==> config.mk <==
export PLATFORM = sky130hd
export DESIGN_NAME = weight_update_module
export DESIGN_NICKNAME = d
export VERILOG_FILES = /design/src/rtl/weight_update_module.sv
export SDC_FILE = /design/constraint.sdc
export NUM_CORES = 1
export LEC_CHECK = 0
export ABC_AREA = 1
export ABC_CLOCK_PERIOD_IN_PS = 7050
export BUFFER_PORTS_ARGS = -buffer_cell sky130_fd_sc_hd__buf_4
export CORE_MARGIN = 10
export CORE_UTILIZATION = 45
export CTS_CLUSTER_SIZE = 12
export DETAILED_ROUTE_END_ITERATION = 16
export PLACE_DENSITY = 0.64
export SETUP_SLACK_MARGIN = 0.3
export SYNTH_ARGS = -nofsm -noshare
export SYNTH_HDL_FRONTEND = slang
export SYNTH_SLANG_ARGS = --single-unit
export TNS_END_PERCENT = 100
==> constraint.sdc <==
create_clock -name clk -period 7.05 [get_ports clk]
set_clock_uncertainty 0.2 [all_clocks]
set_input_delay 0 -clock clk [delete_from_list [all_inputs] [get_ports clk]]
set_output_delay 0 -clock clk [all_outputs]
set_load 0.02 [all_outputs]
==> src/rtl/weight_update_module.sv <==
// Batch-accumulating weight update stage: sums dw per weight over 2**BATCH_LOG2 samples,
// then sweeps the bank applying w -= acc >>> (BATCH_LOG2+LR_SHIFT). Optional macro WU_GRAD_CLIP_EN.
module weight_update_module #(
    parameter int unsigned       N_W        = 8,
    parameter int unsigned       ADDR_W     = 3,
    parameter int unsigned       BATCH_LOG2 = 2,
    parameter int unsigned       LR_SHIFT   = 4,
    parameter logic signed [15:0] W_INIT    = 16'sd0,
    parameter logic signed [15:0] GRAD_CLIP = 16'sd1024
) (
    input  logic                  clk,
    input  logic                  rst,
    input  logic                  dw_valid,
    input  logic [ADDR_W-1:0]     dw_idx,
    input  logic [15:0]           dw,
    output logic                  dw_ready,
    input  logic                  sample_done,
    input  logic                  w_load,
    input  logic [ADDR_W-1:0]     w_load_idx,
    input  logic [15:0]           w_load_data,
    input  logic [ADDR_W-1:0]     rd_idx,
    output logic [15:0]           rd_w,
    output logic                  upd_busy,
    output logic                  upd_done,
    output logic [BATCH_LOG2-1:0] batch_cnt
);

    localparam int unsigned Shift = BATCH_LOG2 + LR_SHIFT;

    typedef enum logic [0:0] {StAccum, StApply} state_e;

    state_e                 state_q, state_d;
    logic [ADDR_W-1:0]      k_q, k_d;
    logic [BATCH_LOG2-1:0]  batch_q, batch_d;
    logic                   done_q, done_d;
    logic signed [23:0]     acc_q [N_W];
    logic signed [23:0]     acc_d [N_W];
    logic signed [15:0]     w_q [N_W];
    logic signed [15:0]     w_d [N_W];
    logic signed [15:0]     dw_eff;
    logic signed [23:0]     dw_ext;

    // Delta rounds toward -inf (arithmetic shift), result saturated to 16 bits.
    function automatic logic signed [15:0] apply_delta(input logic signed [15:0] w,
                                                       input logic signed [23:0] acc);
        logic signed [23:0] delta;
        logic signed [25:0] diff;
        delta = acc >>> Shift;
        diff  = 26'(w) - 26'(delta);
        if (diff > 26'sd32767) begin
            return 16'sh7fff;
        end else if (diff < -26'sd32768) begin
            return 16'sh8000;
        end
        return diff[15:0];
    endfunction

`ifdef WU_GRAD_CLIP_EN
    always_comb begin
        dw_eff = dw;
        if ($signed(dw) > GRAD_CLIP) begin
            dw_eff = GRAD_CLIP;
        end else if ($signed(dw) < -GRAD_CLIP) begin
            dw_eff = -GRAD_CLIP;
        end
    end
`else
    assign dw_eff = dw;
`endif

    assign dw_ext = {{8{dw_eff[15]}}, dw_eff};

    always_comb begin
        state_d = state_q;
        k_d     = k_q;
        batch_d = batch_q;
        done_d  = 1'b0;
        acc_d   = acc_q;
        w_d     = w_q;
        unique case (state_q)
            StAccum: begin
                for (int i = 0; i < N_W; i++) begin
                    if (dw_valid && dw_idx == ADDR_W'(i)) begin
                        acc_d[i] = acc_q[i] + dw_ext;
                    end
                    if (w_load && w_load_idx == ADDR_W'(i)) begin
                        w_d[i] = w_load_data;
                    end
                end
                if (sample_done) begin
                    if (batch_q == {BATCH_LOG2{1'b1}}) begin
                        batch_d = '0;
                        k_d     = '0;
                        state_d = StApply;
                    end else begin
                        batch_d = batch_q + 1'b1;
                    end
                end
            end
            StApply: begin
                for (int i = 0; i < N_W; i++) begin
                    if (k_q == ADDR_W'(i)) begin
                        w_d[i]   = apply_delta(w_q[i], acc_q[i]);
                        acc_d[i] = '0;
                    end
                end
                if (k_q == ADDR_W'(N_W - 1)) begin
                    state_d = StAccum;
                    done_d  = 1'b1;
                end else begin
                    k_d = k_q + 1'b1;
                end
            end
            default: state_d = StAccum;
        endcase
    end

    always_ff @(posedge clk) begin
        if (!rst) begin
            state_q <= StAccum;
            k_q     <= '0;
            batch_q <= '0;
            done_q  <= 1'b0;
            for (int i = 0; i < N_W; i++) begin
                acc_q[i] <= '0;
                w_q[i]   <= W_INIT;
            end
        end else begin
            state_q <= state_d;
            k_q     <= k_d;
            batch_q <= batch_d;
            done_q  <= done_d;
            acc_q   <= acc_d;
            w_q     <= w_d;
        end
    end

    always_comb begin
        rd_w = '0;
        for (int i = 0; i < N_W; i++) begin
            if (rd_idx == ADDR_W'(i)) begin
                rd_w = w_q[i];
            end
        end
    end

    assign dw_ready  = (state_q == StAccum);
    assign upd_busy  = (state_q == StApply);
    assign upd_done  = done_q;
    assign batch_cnt = batch_q;

endmodule

==> metrics.cfg, run 1 <==
[final_layout]
drive_gt1_frac = 0.0683
fillers = 7634
design_area_sq_um = 35600
nNetsFinal = 5725
num_antenna_cells = 0
fin_cells = 6312
syn2layout_area_growth_pct = 9.31

[floorplanning]
dieArea_sq_um = 83500
die_w_um = 289
ios = 67
start_util = 0.454
core_area_sq_um = 71600
die_h_um = 289
rows = 98

[power]
vdd_drop_max_mv = 0.260
pwr_density_cell_nw_per_um2 = 187
p_leak_uw = 0.0173

[timing]
worst_pin_slew_ns = 1.15
slew_viol_final = 0
fmax_mhz = 256
tns_ns = 0
whs_ns = -0.00547
relSlewSlack = 0.234
rsz0062_at_grt = no
fin_crit_ns = 3.91
fin_crit_sh = 0.555
finalHoldViolations = 1
setup_viol = 0

[drt]
num_vias = 34600
viasPerCell = 5.49
wl_per_cell_um = 18.2
drtAntennaViolNets = 0
drt-pass1-iter-count = 6
routed-wl-met2_um = 53100
wl_met3_um = 6990
top_layer = met5
routed_wl_um = 115000
drtIter0Drc = 2656
route.detailed.drc = 0
drt-met1-wl_um = 50000

[yosys]
synth-edff-count = 0
ys.flop_type = dfxtp_1
yosysTopAreaCellShare = 0.201
yosysUniqueCellTypes = 55
syn_area_sq_um = 32500
synth.avg_cell_area_sq_um = 6.13
ys.warnings.count = 0
synth_seq_cells = 327
synth_common_cells = nand2_1 (1582), a21oi_1 (686), inv_1 (617)
syn_nets = 5700
synth_most_common_cell = nand2_1
synthArstFlopShare = 0
syn_inst = 5303
yosysSeqAreaShare = 0.201
synthTopCellsByArea = dfxtp_1 (20%), nand2_1 (18%), ha_1 (13%), a21oi_1 (11%), inv_1 (7.1%)
synth_largest_area_cell = dfxtp_1

[cts]
clock_latency_ns = 0.61
cts-resized-gates = 0
cts_tree = yes
cts_inserted_buffers = 45
htreeDepth = 2
cts_hold_buf = 31
clock_sinks = 327
clk_path_buf_depth = 3
cts_setup_buffers = 0
path_clk_slew_ns = 0.06
cts_root_buffer = clkbuf_16

[setup_path]
path_class = register to register
r2r_end = acc_q[121]
required_ns = 7.29
startpoint_type = register
rrSetupSlack_ns = 3.14
critPathArrivalTime_ns = 4.15
critPathLaunch = upd_busy
r2r_cells = 11
worst-path-max-fanout = 43
crit_end = acc_q[121]
rr_startpoint = upd_busy
endpoint_kind = register

[global_routing]
grt_pass1_vias = 32000
grt_max_degree = 117
grt_pass1_wl_um = 177000
antenna_found_initial = 5
grtUsageTotal = 0.268
grt_overflow = 0

[placement]
placed_cells = 6200
dp_hpwl_um = 87200
portBuffers = 66
dpl_cell_area_sq_um = 33700
gp_congestion = 0.982

[min_path]
hp-class = primary input to register

[status]
status = finished with violations
violations = hold timing

[job]
drv_cap = 0

## power breakdown
group          internal [uW]  total [uW]  switching (uW)
Combinational            712        2190            1470
Sequential              1900        1970            70.5
Clock                   1520        2480             966
Total                   4130        6640            2510
## kinds of logic after synthesis
logic type      share of synthesized area
compound gates                      0.203
xor+xnor                           0.0334
fa+ha+maj                           0.139
buf+inv                            0.0936
flops                               0.201
simple gates                        0.330
## critical path: stages, from the launching register on
cell and delay [ns]:
dfxtp_4 0.50, inv_2 0.47, nand2_1 0.09, nor2_1 0.10, dlygate4sd3_1 0.57, inv_2 0.07
nor2_2 0.56, clkinv_1 0.51, nand2_1 0.25, inv_2 0.21, nand2_1 0.12, a21oi_1 0.06
## final cells by class
class                      count  area [sq um]  share of cell area
multi-input combinational   4206         23000               0.645
clock inverter                17           245             0.00690
clock buffer                  64          1320              0.0371
inverter                     637          2400              0.0674
tap                          950          1190              0.0334
timing repair buffer         111           911              0.0256
sequential                   327          6550               0.184
## placed cells by master, fill, tap and decap left out, drive strengths merged, types with 40 or more instances in the layout
cell,instances
xnor2,40
o21ai,354
inv,634
nand3,337
nand4,64
nand2,1655
nor2,316
or2,41
a21oi,727
clkbuf,64
dfxtp,327
buf,80
ha,335
xor2,84
## sequential cells by signal (all words and copies together), names as in the netlist
signal     count
k_q            3
w_q          128
batch_cnt      2
upd_busy       1
acc_q        192
upd_done       1
## routing by layer
layer | GRT usage | vias up
met3 | 0.0360 | 194
met1 | 0.338 | 15800
met5 | 0 | -
li1 | - | 17700
met4 | 0.105 | 2
met2 | 0.455 | 939
## worst min-delay path by stage
| stage | startpoint | endpoint | slack [ns] | depth (start not counted) |
|---|---|---|---|---|
| CTS | dw[5] | acc_q[53] | 0.0005 | 5 |
| floorplan | sample_done | batch_cnt[1] | 0.02 | 3 |
| finish | dw[4] | acc_q[4] | -0.005 | 5 |
| global placement | sample_done | batch_cnt[1] | 0.20 | 4 |
| detailed placement | upd_done | upd_done | 0.22 | 1 |
| global route | dw[4] | acc_q[4] | 0.03 | 5 |
## metrics by stage
step / hold slack (ns) / power, uW / worst slack, ns / util
2_1_floorplan: 0.0217 / 3700 / 4.60 / -
3_3_place_gp: 0.195 / 4140 / 3.40 / 0.470
3_5_place_dp: 0.220 / 4150 / 3.37 / 0.470
4_1_cts: 0.000463 / 6650 / 3.16 / 0.497
5_1_grt: 0.0306 / 7020 / 2.85 / 0.497
6_report: -0.00547 / 6640 / 3.14 / 0.497
Power figures use the tool's default switching activity.
==> inputs of run 2 (changes only) <==
--- a/config.mk
+++ b/config.mk
@@ -6,13 +6,13 @@
 export NUM_CORES = 1
 export LEC_CHECK = 0
 export ABC_AREA = 1
-export ABC_CLOCK_PERIOD_IN_PS = 7050
+export ABC_CLOCK_PERIOD_IN_PS = 3400
 export BUFFER_PORTS_ARGS = -buffer_cell sky130_fd_sc_hd__buf_4
 export CORE_MARGIN = 10
 export CORE_UTILIZATION = 45
 export CTS_CLUSTER_SIZE = 12
 export DETAILED_ROUTE_END_ITERATION = 16
-export PLACE_DENSITY = 0.64
+export PLACE_DENSITY = 0.67
 export SETUP_SLACK_MARGIN = 0.3
 export SYNTH_ARGS = -nofsm -noshare
 export SYNTH_HDL_FRONTEND = slang
==> constraint.sdc (replaced) <==
create_clock -name clk -period 3.4 [get_ports clk]
set_clock_uncertainty 0.2 [all_clocks]
set_input_delay 0 -clock clk [delete_from_list [all_inputs] [get_ports clk]]
set_output_delay 0 -clock clk [all_outputs]
set_load 0.02 [all_outputs]
==> run 2 against run 1 <==
  * The flow now finishes without violations
  * Wire length decreased by 1.8%
  * First-iteration DRC count up 11%
  * Worst setup slack worse by 2.7 ns
  * Sequential power grew 110%
  * Total power rose by 110%
  * Design area rose by 0.83%
  * Final cell count grew 0.51%
  * Via count about the same
  * Sequential share of layout area is 0.15 points lower
  * Flip-flop and latch count unchanged
  * Critical path type unchanged
  * Largest cell class unchanged
  * Largest power group unchanged
==> metrics.cfg, run 2 (same netlist as run 1, synthesis figures left out) <==
[drt]
routed_wl_um = 113000  ; was 115000 um
viasPerCell = 5.46  ; was 5.49
wl_per_cell_um = 17.8  ; was 18.2 um
drt-pass1-iter-count = 8  ; was 6
drtAntennaViolNets = 0  ; unchanged
route.detailed.drc = 0  ; unchanged
num_vias = 34700  ; was 34.6k
drtIter0Drc = 2955  ; was 2656

[cts]
clk_path_buf_depth = 3  ; unchanged
clock_sinks = 327  ; unchanged
cts_tree = yes  ; unchanged
htreeDepth = 2  ; unchanged
path_clk_slew_ns = 0.06  ; about the same
clock_latency_ns = 0.60  ; was 0.61 ns
cts_setup_buffers = 0  ; unchanged
cts_inserted_buffers = 45  ; unchanged
cts_root_buffer = clkbuf_16  ; unchanged

[placement]
portBuffers = 66  ; unchanged
dp_hpwl_um = 84400  ; was 87200 um
gp_congestion = 1.01  ; was 0.982

[timing]
finalHoldViolations = 0  ; was 1
setup_viol = 0  ; unchanged
fin_crit_ns = 2.94  ; was 3.91 ns
relSlewSlack = 0.243  ; was 0.234
rsz0062_at_grt = yes  ; was no
fin_crit_sh = 0.865  ; was 0.555
tns_ns = 0  ; unchanged
fmax_mhz = 340  ; was 256 MHz
worst_pin_slew_ns = 1.13  ; was 1.15 ns
slew_viol_final = 0  ; unchanged

[final_layout]
regArea_sq_um = 6550  ; unchanged
drive_gt1_frac = 0.0733  ; was 0.0683
mostFrequentLayoutCell = nand2_1  ; unchanged
largest_register_ffs = 192  ; unchanged
largest_register = acc_q  ; unchanged
reg_top3 = acc_q: 192 flops, w_q: 128 flops, k_q: 3 flops  ; unchanged
syn2layout_area_growth_pct = 10.2  ; was 9.31%
mostFrequentLayoutCells = nand2_1 (1582), a21oi_1 (686), inv_1 (615)  ; was nand2_1 (1582), a21oi_1 (686), inv_1 (616)
multi_input_area_sq_um = 23000  ; about the same
nNetsFinal = 5752  ; was 5725
fillers = 7576  ; was 7634

[setup_path]
worst_path_max_delay_cell = dlygate4sd3_1  ; unchanged
worst-path-max-fanout = 32  ; was 43
critPathMaxStageDelay_ns = 0.65  ; was 0.57 ns
endpoint_kind = register  ; unchanged
rrSetupSlack_ns = 0.46  ; was 3.14 ns
r2r_cells = 10  ; was 11
path_class = register to register  ; unchanged
path_cells = inv_2 > nand2_1 > nor2_1 > dlygate4sd3_1 > nand2_1 > dlygate4sd3_1 > nand2_1 > buf_12 > o21ai_0 > a21oi_2  ; was inv_2 > nand2_1 > nor2_1 > dlygate4sd3_1 > inv_2 > nor2_2 > clkinv_1 > nand2_1 > inv_2 > nand2_1 > a21oi_1
startpoint_type = register  ; unchanged
critPathArrivalTime_ns = 3.27  ; was 4.15 ns
rr_startpoint = upd_busy  ; unchanged
required_ns = 3.72  ; was 7.29 ns
crit_top_cell = nand2_1
critPathLaunch = upd_busy  ; unchanged
crit_end = w_q[107]  ; was acc_q[121]
r2r_end = w_q[107]  ; was acc_q[121]

[floorplanning]
die_h_um = 289  ; unchanged
core_area_sq_um = 71600  ; unchanged
rows = 98  ; unchanged
dieArea_sq_um = 83500  ; unchanged
start_util = 0.454  ; unchanged
die_w_um = 289  ; unchanged
ios = 67  ; unchanged

[global_routing]
grt_max_degree = 113  ; was 117
use_met3 = 0.0325  ; was 0.0360
top_usage_layer = met2  ; unchanged
use_met2 = 0.427  ; was 0.455
antenna_found_initial = 8  ; was 5
grt_overflow = 0  ; unchanged
grt_pass1_wl_um = 175000  ; was 177000 um
gr-usage-met1 = 0.344  ; was 0.338
grt_pass1_vias = 31700  ; was 32.0k
grtUsageTotal = 0.262  ; was 0.268

[status]
status = finished clean  ; was finished with violations

[job]
drv_cap = 0  ; unchanged

[power]
finalPower_uw = 13800  ; was 6640 uW
vdd_drop_max_mv = 0.287  ; was 0.260 mV
pwr_density_cell_nw_per_um2 = 384  ; was 187 nW/um^2
p_leak_uw = 0.0174  ; was 0.0173 uW

[min_path]
hp-class = primary input to register  ; unchanged

[run 2: cell count changes in the layout (fill, tap and decap cells not counted), moves of 2 or more]
cell and change:
buf_4 +18, buf_12 +5, clkinv_2 +5, clkbuf_1 -3, clkinvlp_4 +3, diode_2 +3
dlygate4sd3_1 +3, nand2_2 -2, nand2_4 +2, nor3_1 +2, nor3_2 -2
[run 2: timing repair]
item / CTS / global route
hold buffers: 34 / 0
gates resized for setup: 0 / 8
setup endpoints to repair: 0 / 64
hold endpoints to repair: 238 / 0
[run 2: critical path: cells and delay by family, from the launching register on]
kind	cells	cell delay, ns
AO/OA/AOI/OAI	2	0.30
buffers and inverters	4	1.54
flip-flops	1	0.39
AND/OR/NAND/NOR	4	0.41
[run 2: through the flow]
stage / worst slack, ns / hold slack, ns / instances / area, sq um / util
2_1_floorplan: 0.946 / 0.0217 / 5303 / 32500 / -
3_3_place_gp: 0.607 / 0.157 / 6223 / 33900 / 0.474
3_5_place_dp: 0.575 / 0.158 / 6223 / 33900 / 0.474
4_1_cts: 0.469 / 0.00837 / 6340 / 35800 / 0.500
5_1_grt: 0.275 / 0.0617 / 6344 / 35900 / 0.501
6_report: 0.458 / 0.0422 / 6344 / 35900 / 0.501
[run 2: area by class of cell]
type | instances | share of cell area
Multi-Input combinational cell | 4206 | 0.640
Sequential cell | 327 | 0.183
Inverter | 637 | 0.0671
Clock buffer | 62 | 0.0369
Tap cell | 950 | 0.0331
Timing Repair Buffer | 137 | 0.0328
Clock inverter | 21 | 0.00670
Timing Repair inverter | 1 | 0.000209
Antenna cell | 3 | 0.000209
[run 2: worst min-delay path by stage]
stage	from	to	slack, ns	cells after the start
final	dw[8]	acc_q[80]	0.04	5
after global routing	dw[7]	acc_q[151]	0.06	5
after CTS	dw[8]	acc_q[80]	0.008	5
after detailed placement	sample_done	upd_busy	0.16	3
after global placement	sample_done	upd_busy	0.16	3
after floorplan	sample_done	batch_cnt[1]	0.02	3
[run 2: layer usage]
layer | routed length [um] | share of wire
met3 | 7040 | 0.062
met5 | 12 | 0.00011
met1 | 50800 | 0.45
met2 | 50000 | 0.44
met4 | 5150 | 0.046
[run 2: power by group]
| group | leakage (uW) | switching, uW | internal (uW) |
|---|---|---|---|
| sequential | 0.00265 | 131 | 3950 |
| clock | 0.000781 | 2010 | 3090 |
| combinational | 0.0140 | 3090 | 1500 |
| total | 0.0174 | 5230 | 8540 |
